**src/rtl/stage_sequencer.sv**
```systemverilog
`default_nettype none
// ============================================================================
// Module   : stage_sequencer
// Purpose  : One-hot multicycle stage controller with skipping, stalls,
//            condition-fail early retire, flush and retire/stall counters.
// Revision : 1.0  initial release
// ============================================================================
module stage_sequencer #(
    parameter  int NUM_STAGES   = 5,
    parameter  int DECODE_STAGE = 1,
    parameter  int COND_STAGE   = 2,
    parameter  int CNT_WIDTH    = 16,
    localparam int STAGE_W      = $clog2(NUM_STAGES)
) (
    input  logic                  clk,
    input  logic                  nreset,
    input  logic                  run,
    input  logic [NUM_STAGES-1:0] skip_mask,
    input  logic                  stall,
    input  logic                  cond_fail,
    input  logic                  flush,
    input  logic                  clr_counts,
    output logic [NUM_STAGES-1:0] stage_en,
    output logic                  stage_adv,
    output logic [STAGE_W-1:0]    stage_idx,
    output logic                  busy,
    output logic                  retire,
    output logic [CNT_WIDTH-1:0]  retire_count,
    output logic [CNT_WIDTH-1:0]  stall_count
);

    localparam logic [STAGE_W-1:0]    c_DECODE   = STAGE_W'(DECODE_STAGE);
    localparam logic [STAGE_W-1:0]    c_COND     = STAGE_W'(COND_STAGE);
    localparam logic [NUM_STAGES-1:0] c_LOW_BITS = NUM_STAGES'((1 << (DECODE_STAGE + 1)) - 1);

    typedef enum logic [0:0] {
        IDLE = 1'b0,
        BUSY = 1'b1
    } state_t;

    state_t                r_state;
    state_t                w_nextState;
    logic [STAGE_W-1:0]    r_stage;
    logic [STAGE_W-1:0]    w_nextStage;
    logic [NUM_STAGES-1:0] r_mask;
    logic [NUM_STAGES-1:0] w_nextMask;
    logic [CNT_WIDTH-1:0]  r_retireCount;
    logic [CNT_WIDTH-1:0]  r_stallCount;

    logic                  w_busy;
    logic                  w_adv;
    logic                  w_atDecode;
    logic                  w_retire;
    logic                  w_found;
    logic [NUM_STAGES-1:0] w_decMask;
    logic [NUM_STAGES-1:0] w_effMask;
    logic [NUM_STAGES-1:0] w_above;
    logic [NUM_STAGES-1:0] w_cand;
    logic [NUM_STAGES-1:0] w_low;
    logic [STAGE_W-1:0]    w_lowest;

    // Next-stage search: the decode stage uses the incoming mask directly so
    // the stage right after decode already honours it.
    always_comb begin
        w_busy     = (r_state == BUSY);
        w_adv      = w_busy & ~stall & ~flush;
        w_atDecode = (r_stage == c_DECODE);
        w_decMask  = skip_mask & ~c_LOW_BITS;
        w_effMask  = w_atDecode ? w_decMask : r_mask;
        w_above    = ({NUM_STAGES{1'b1}} << r_stage) << 1;
        w_cand     = ~w_effMask & w_above;
        w_low      = w_cand & (~w_cand + NUM_STAGES'(1));
        w_found    = |w_cand;
        w_lowest   = '0;
        for (int j = 0; j < NUM_STAGES; j++) begin
            if (w_low == (NUM_STAGES'(1) << j)) begin
                w_lowest = STAGE_W'(j);
            end
        end
        w_retire = w_adv & (((r_stage == c_COND) & cond_fail) | ~w_found);
    end

    always_comb begin
        w_nextState = r_state;
        w_nextStage = r_stage;
        w_nextMask  = r_mask;
        case (r_state)
            IDLE: begin
                if (run) begin
                    w_nextState = BUSY;
                    w_nextStage = '0;
                    w_nextMask  = '0;
                end
            end
            BUSY: begin
                if (flush || w_retire) begin
                    w_nextState = run ? BUSY : IDLE;
                    w_nextStage = '0;
                    w_nextMask  = '0;
                end else if (!stall) begin
                    w_nextStage = w_lowest;
                    if (w_atDecode) begin
                        w_nextMask = w_decMask;
                    end
                end
            end
            default: begin
                w_nextState = IDLE;
                w_nextStage = '0;
                w_nextMask  = '0;
            end
        endcase
    end

    always_ff @(posedge clk) begin
        if (nreset) begin
            r_state <= IDLE;
            r_stage <= '0;
            r_mask  <= '0;
        end else begin
            r_state <= w_nextState;
            r_stage <= w_nextStage;
            r_mask  <= w_nextMask;
        end
    end

    // Clearing wins over a same-cycle increment.
    always_ff @(posedge clk) begin
        if (nreset || clr_counts) begin
            r_retireCount <= '0;
            r_stallCount  <= '0;
        end else begin
            if (w_retire) begin
                r_retireCount <= r_retireCount + CNT_WIDTH'(1);
            end
            if (w_busy && stall && !flush) begin
                r_stallCount <= r_stallCount + CNT_WIDTH'(1);
            end
        end
    end

    assign stage_en     = w_busy ? (NUM_STAGES'(1) << r_stage) : '0;
    assign stage_idx    = w_busy ? r_stage : '0;
    assign stage_adv    = w_adv;
    assign busy         = w_busy;
    assign retire       = w_retire;
    assign retire_count = r_retireCount;
    assign stall_count  = r_stallCount;

endmodule
`default_nettype wire

```
**config.mk**
```make
export PLATFORM = sky130hd
export DESIGN_NAME = stage_sequencer
export DESIGN_NICKNAME = d
export VERILOG_FILES = /design/src/rtl/stage_sequencer.sv
export SDC_FILE = /design/constraint.sdc
export NUM_CORES = 1
export LEC_CHECK = 0
export BUFFER_PORTS_ARGS = -buffer_cell sky130_fd_sc_hd__buf_2
export CAP_MARGIN = 20
export CORE_UTILIZATION = 55
export DETAILED_ROUTE_END_ITERATION = 12
export PLACE_DENSITY = 0.87
export SYNTH_ARGS = -nofsm -noshare
export SYNTH_HDL_FRONTEND = slang
export SYNTH_SLANG_ARGS = --single-unit
```
**constraint.sdc**
```tcl
create_clock -name clk -period 3.45 [get_ports clk]
set_clock_uncertainty 0.2 [all_clocks]
set_input_delay 0.5175 -clock clk [delete_from_list [all_inputs] [get_ports clk]]
set_output_delay 0.5175 -clock clk [all_outputs]
set_load 0.02 [all_outputs]
```
==> impl_metrics.csv, run 1 <==
group,metric,value,unit
outcome,outcome,"completed",
cells_and_area,multi_input_area,1050,µm²
worst_setup_path,arrival,2.31,ns
detailed_routing,viasPerCell,5.60,
worst_setup_path,setup.worst_path.class,"register to output port",
power,p_total,0.000737,W
timing,setup-violations-final,0,
cells_and_area,diodes,0,
cts,cts_made_buffers,5,
floorplanning,dieHeight,61.4,µm
floorplanning,initial_core_util,57.6,%
cells_and_area,syn_to_final_growth,16.2,%
timing,hold_viol,0,
cts,postCtsSetupBuffers,0,
floorplanning,fp.dieW,61.4,µm
cells_and_area,ff_latch_area,801,µm²
hold_path,hp-start,"run",
yosys,synth-seq-area-share,41.3,%
cts,cts_tree,"done",
cells_and_area,layout-drive-gt1-share,24.7,%
yosys,synth_area,1940,µm²
cts,ctsResizeCount,0,
yosys,yosys-top-cells-area,"dfxtp_1 41%, xor2_1 8.1%, nor2_1 7.0%",
global_route,grt_pass1_vias,1430,
cells_and_area,final_nets,288,
yosys,syn_area_per_cell,8.54,µm²
detailed_routing,wl_per_cell,12.0,µm
global_route,grt_util_all_layers,21.9,%
yosys,async_flop_share,0,%
detailed_routing,wirelength,3.86,mm
yosys,netlist.area_leader.share,41.3,%
hold_path,hp-class,"primary input to register",
detailed_routing,via_count,1797,
power,max-vdd-ir-drop,0.222,mV
worst_setup_path,r2r_slack,1.05,ns
global_route,grt_max_degree,32,
yosys,synth_nets,241,
cts,clk_latency,0.35,ns
worst_setup_path,start_kind,"register",
timing,max-slew-margin-rel,59.5,%
worst_setup_path,crit_path_max_fanout,15,
worst_setup_path,startpoint,"r_stage[1]",
floorplanning,ioPinCount,55,
yosys,yosys_most_used_dff,"dfxtp_1",
detailed_routing,route.met3.wl,208,µm
cts,cts_hold_buf,0,
job,drv_cap,0,
timing,fin_tns_setup,0,ns
floorplanning,die-area,3770,µm²
yosys,synth_edf_count,0,
placed_design,dp_hpwl,2.76,mm
worst_setup_path,rr_startpoint,"r_stage[1]",
timing,rsz0062_at_grt,"false",
yosys,synth_cells,227,
yosys,synth-seq-cells,40,
detailed_routing,drtIter0Drc,73,
cts,path_clk_slew,0.12,ns
cts,clockRootBuffer,"clkbuf_4",
power,p_leak,0.945,nW
yosys,ys_warn_count,0,
cts,cts.path.max_buffers,2,
global_route,grt_first_pass_wirelength,6.07,mm
timing,max_freq,0.330,GHz
global_route,antenna_found_initial,0,
yosys,yosysTopAreaCell,"dfxtp_1",
placed_design,io_buffers,52,
detailed_routing,wl_met2,1.85,mm
timing,worst_pin_slew,0.602,ns
floorplanning,fp-row-count,21,
global_route,grt-ovfl-total,0,
detailed_routing,first_pass_iters,4,
yosys,netlist-cell-type-count,42,
timing,slew_viol_final,0,
detailed_routing,top_layer_used,"met4",
placed_design,globalplace.congestion,0.871,
cts,h-tree-depth,2,
timing,min_period,3.03,ns
timing,finalCritPeriodShare,87.7,%
power,power_density,327,nW/µm²
cts,cts.sinks,40,
detailed_routing,routedLengthMet1,1.74,mm
detailed_routing,ant_nets,0,
cells_and_area,nFillCells,329,
floorplanning,fp.coreArea,3360,µm²
detailed_routing,drc_errors,0,
worst_setup_path,cp-end-kind,"output port",
worst_setup_path,required,2.73,ns
[power by group]
group | internal (W) | switching (W)
clock network | 0.0000783 | 0.000160
registers | 0.000463 | 0.00000257
logic | 0.0000114 | 0.0000217
total | 0.000553 | 0.000184
[path summary, 6_finish.rpt]
check | to | cells past startpoint
max reg2reg | retire_count[15] | 6
min | busy | 3
min reg2reg | r_mask[2] | 1
max | retire | 6
[cell usage in the layout, fill, tap and decap left out, types with 3 or more instances in the layout]
cell type	count
a32o_1	4
o211ai_1	5
nand2_1	9
nand4_1	6
and4_1	3
o2111ai_1	4
clkbuf_4	5
dfxtp_1	40
inv_1	7
xnor2_1	3
a21oi_1	11
buf_2	52
and3_1	7
nand3_1	7
o21ai_0	13
nor2_1	36
and2_1	4
or3_1	8
xor2_1	18
nor3_1	5
[state kept, by name, summed over array words and instances (netlist names)]
name          cells
r_mask            4
retire_count     16
busy              1
r_stage           3
stall_count      16
[metal layers]
| layer | GRT usage (%) | vias to the layer above |
|---|---|---|
| met4 | 8.57 | 0 |
| met5 | 0 | - |
| li1 | - | 903 |
| met2 | 37.9 | 50 |
| met3 | 5.46 | 7 |
| met1 | 26.2 | 837 |
[per-stage QoR]
stage                     utilization, %  std cells  worst slack (ns)  hold slack [ns]  area [µm²]
after detailed placement            65.3        313             0.763            0.255        2200
final                               67.0        321             0.424            0.198        2250
after floorplan                        -        227              1.19            0.241        1940
after CTS                           67.0        321             0.430            0.194        2250
after global placement              65.3        313             0.776            0.251        2200
after global routing                67.0        321             0.267            0.196        2250
[cell usage after synthesis (2+ instances only)]
library cell and count:
dfxtp_1 40, or4_1 2, nor3_1 5, xnor2_1 3
o211ai_1 5, inv_1 7, o21ai_0 13, mux2i_1 2
a22o_1 2, buf_2 3, xor2_1 18, nand4_1 6
and3_1 7, and4_1 3, and2_1 4, nand2_1 9
a21oi_1 11, ha_1 2, clkbuf_1 6, or3_1 8
nor2b_1 2, o2111ai_1 4, a32o_1 4, nor2_1 36
or2_2 2, nand3_1 7
[cells by family after synthesis]
group,count (synthesis),share of synthesized area [%]
simple gates,95,25.5
compound gates,47,16.7
flops,40,41.3
xor+xnor,21,9.49
buf+inv,20,4.65
mux,2,1.03
fa+ha+maj,2,1.29
[area by class of cell]
class                   instances  area share [%]
clock buffers                   5            1.67
clock inverters                 3           0.833
inverters                       8            1.33
multi-input cells             167            46.5
flip-flops and latches         40            35.6
well taps                      46            2.56
repair buffers                 52            11.6
[critical path, stage by stage (launching register included)]
cell and delay [ns]:
dfxtp_1 0.57, nor4b_2 0.11, a211o_1 0.35, a21oi_4 0.35, o21ai_0 0.28, inv_1 0.12, buf_2 0.17
No activity file was read; power rests on OpenSTA's default activity.
==> inputs of run 2 (changes only) <==
--- a/config.mk
+++ b/config.mk
@@ -10,6 +10,7 @@
 export CORE_UTILIZATION = 55
 export DETAILED_ROUTE_END_ITERATION = 12
 export PLACE_DENSITY = 0.87
+export RECOVER_POWER = 25
 export SYNTH_ARGS = -nofsm -noshare
 export SYNTH_HDL_FRONTEND = slang
 export SYNTH_SLANG_ARGS = --single-unit
==> constraint.sdc (replaced) <==
create_clock -name clk -period 3.8 [get_ports clk]
set_clock_uncertainty 0.2 [all_clocks]
set_input_delay 0.57 -clock clk [delete_from_list [all_inputs] [get_ports clk]]
set_output_delay 0.57 -clock clk [all_outputs]
set_load 0.02 [all_outputs]
==> impl_metrics.csv, run 2 (synthesis gave the netlist of run 1 again) <==
group,metric,value,unit
worst_setup_path,crit_path_max_fanout,15,
cts,cts_hold_buf,0,
timing,max-slew-margin-rel,56.3,%
cells_and_area,fin_area,2270,µm²
cts,cts_made_buffers,5,
cells_and_area,layout_common_cells,"40 x dfxtp_1, 37 x buf_2, 36 x nor2_1",
cts,clockRootBuffer,"clkbuf_4",
placed_design,place_area,2200,µm²
cells_and_area,layout-drive-gt1-share,19.3,%
timing,slew_viol_final,0,
placed_design,globalplace.congestion,0.854,
detailed_routing,drc_errors,0,
timing,hold_viol,0,
detailed_routing,viasPerCell,5.52,
job,drv_cap,0,
detailed_routing,top_layer_used,"met4",
global_route,grt_max_degree,32,
worst_setup_path,start_kind,"register",
placed_design,dp_cells,313,
worst_setup_path,critPathSlowestCell,"dfxtp_1",
global_route,grt_pass1_vias,1388,
timing,fin_tns_setup,0,ns
detailed_routing,routedLengthMet1,1.80,mm
cts,cts.path.max_buffers,2,
detailed_routing,drtIter0Drc,114,
cts,h-tree-depth,2,
timing,max_freq,0.324,GHz
floorplanning,initial_core_util,57.6,%
floorplanning,fp.coreArea,3360,µm²
worst_setup_path,r2r_end,"retire_count[15]",
worst_setup_path,setup.worst_path.class,"register to output port",
outcome,outcome,"completed",
worst_setup_path,cp_num_buf_inv,2,
detailed_routing,route.met3.wl,222,µm
worst_setup_path,crit_chain,"mux2i_1, a211o_1, a21oi_4, o21ai_0, inv_1, buf_2",
detailed_routing,wl_per_cell,12.3,µm
cells_and_area,nFillCells,317,
floorplanning,fp-row-count,21,
timing,setup-violations-final,0,
timing,worst_pin_slew,0.650,ns
worst_setup_path,cp-end-kind,"output port",
detailed_routing,first_pass_iters,4,
placed_design,dp_hpwl,2.80,mm
cells_and_area,layout_commonest_cell,"dfxtp_1",
timing,rsz0062_at_grt,"false",
worst_setup_path,rr_startpoint,"r_stage[0]",
floorplanning,ioPinCount,55,
worst_setup_path,startpoint,"r_stage[0]",
global_route,grt_util_all_layers,21.8,%
cts,ctsResizeCount,0,
hold_path,hp-class,"primary input to register",
cells_and_area,syn_to_final_growth,17.0,%
cts,clk_latency,0.35,ns
global_route,antenna_found_initial,0,
cts,cts.sinks,40,
worst_setup_path,crit_family,"compound AO/OA/AOI/OAI gates",
floorplanning,die-area,3770,µm²
floorplanning,fp.dieW,61.4,µm
cts,postCtsSetupBuffers,0,
worst_setup_path,crit_path_end,"retire",
worst_setup_path,r2r.worst_path.cells,6,
detailed_routing,wirelength,3.94,mm
detailed_routing,ant_nets,0,
timing,min_period,3.09,ns
worst_setup_path,arrival,2.32,ns
placed_design,io_buffers,52,
global_route,grt-ovfl-total,0,
detailed_routing,wl_met2,1.89,mm
global_route,grt_first_pass_wirelength,6.02,mm
power,p_total,0.000756,W
cts,cts_tree,"done",
cells_and_area,final_nets,288,
cells_and_area,diodes,0,
power,max-vdd-ir-drop,0.240,mV
worst_setup_path,required,3.03,ns
timing,finalCritPeriodShare,81.3,%
power,p_leak,0.893,nW
floorplanning,dieHeight,61.4,µm
timing,holdWs,0.255,ns
cells_and_area,final_cells,321,
worst_setup_path,max_stage_delay,0.52,ns
cts,path_clk_slew,0.12,ns
worst_setup_path,worst-path-stages,6,
worst_setup_path,r2r_slack,1.37,ns
power,power_density,333,nW/µm²
detailed_routing,via_count,1772,
-- run 2: cell count changes in the layout (fill, tap and decap cells not counted), sizes merged --
cell | previous run | this run
buf | 52 | 37
clkinv | 3 | 1
bufinv | 0 | 1
clkbuf | 5 | 21
-- run 2: layout make-up --
class	instances	area (µm²)	share of cell area, %
flip-flops and latches	40	801	35.3
repair buffers	52	241	10.7
well taps	46	57.6	2.54
multi-input cells	167	1050	46.2
clock inverters	2	38.8	1.71
inverters	8	30.0	1.32
clock buffers	6	51.3	2.26
-- run 2: worst min-delay path, stage by stage --
cell,delay (ns)
buf_2,0.10
inv_1,0.04
a21oi_1,0.05
-- run 2: per-layer routing --
layer,up-vias,track usage [%]
li1,896,-
met1,826,28.1
met2,48,34.5
met3,2,6.72
met4,0,7.94
met5,-,0
-- run 2: how the worst min path moves through the flow --
stage | from | end | cells past startpoint
global placement | r_mask[2] | r_mask[2] | 1
CTS | run | busy | 3
detailed placement | r_mask[2] | r_mask[2] | 1
floorplan | r_mask[2] | r_mask[2] | 1
finish | run | busy | 3
global route | run | busy | 3
-- run 2: power breakdown --
part           total [W]  switching, W  internal (W)
clock           0.000303      0.000146      0.000158
combinational  0.0000299     0.0000196     0.0000103
sequential      0.000423    0.00000233      0.000420
total           0.000756      0.000167      0.000588
-- run 2: per-stage QoR --
stage | util [%] | setup slack (ns)
2_1_floorplan | - | 1.43
3_3_place_gp | 65.3 | 1.02
3_5_place_dp | 65.3 | 1.01
4_1_cts | 68.0 | 0.710
5_1_grt | 67.4 | 0.494
6_report | 67.4 | 0.711
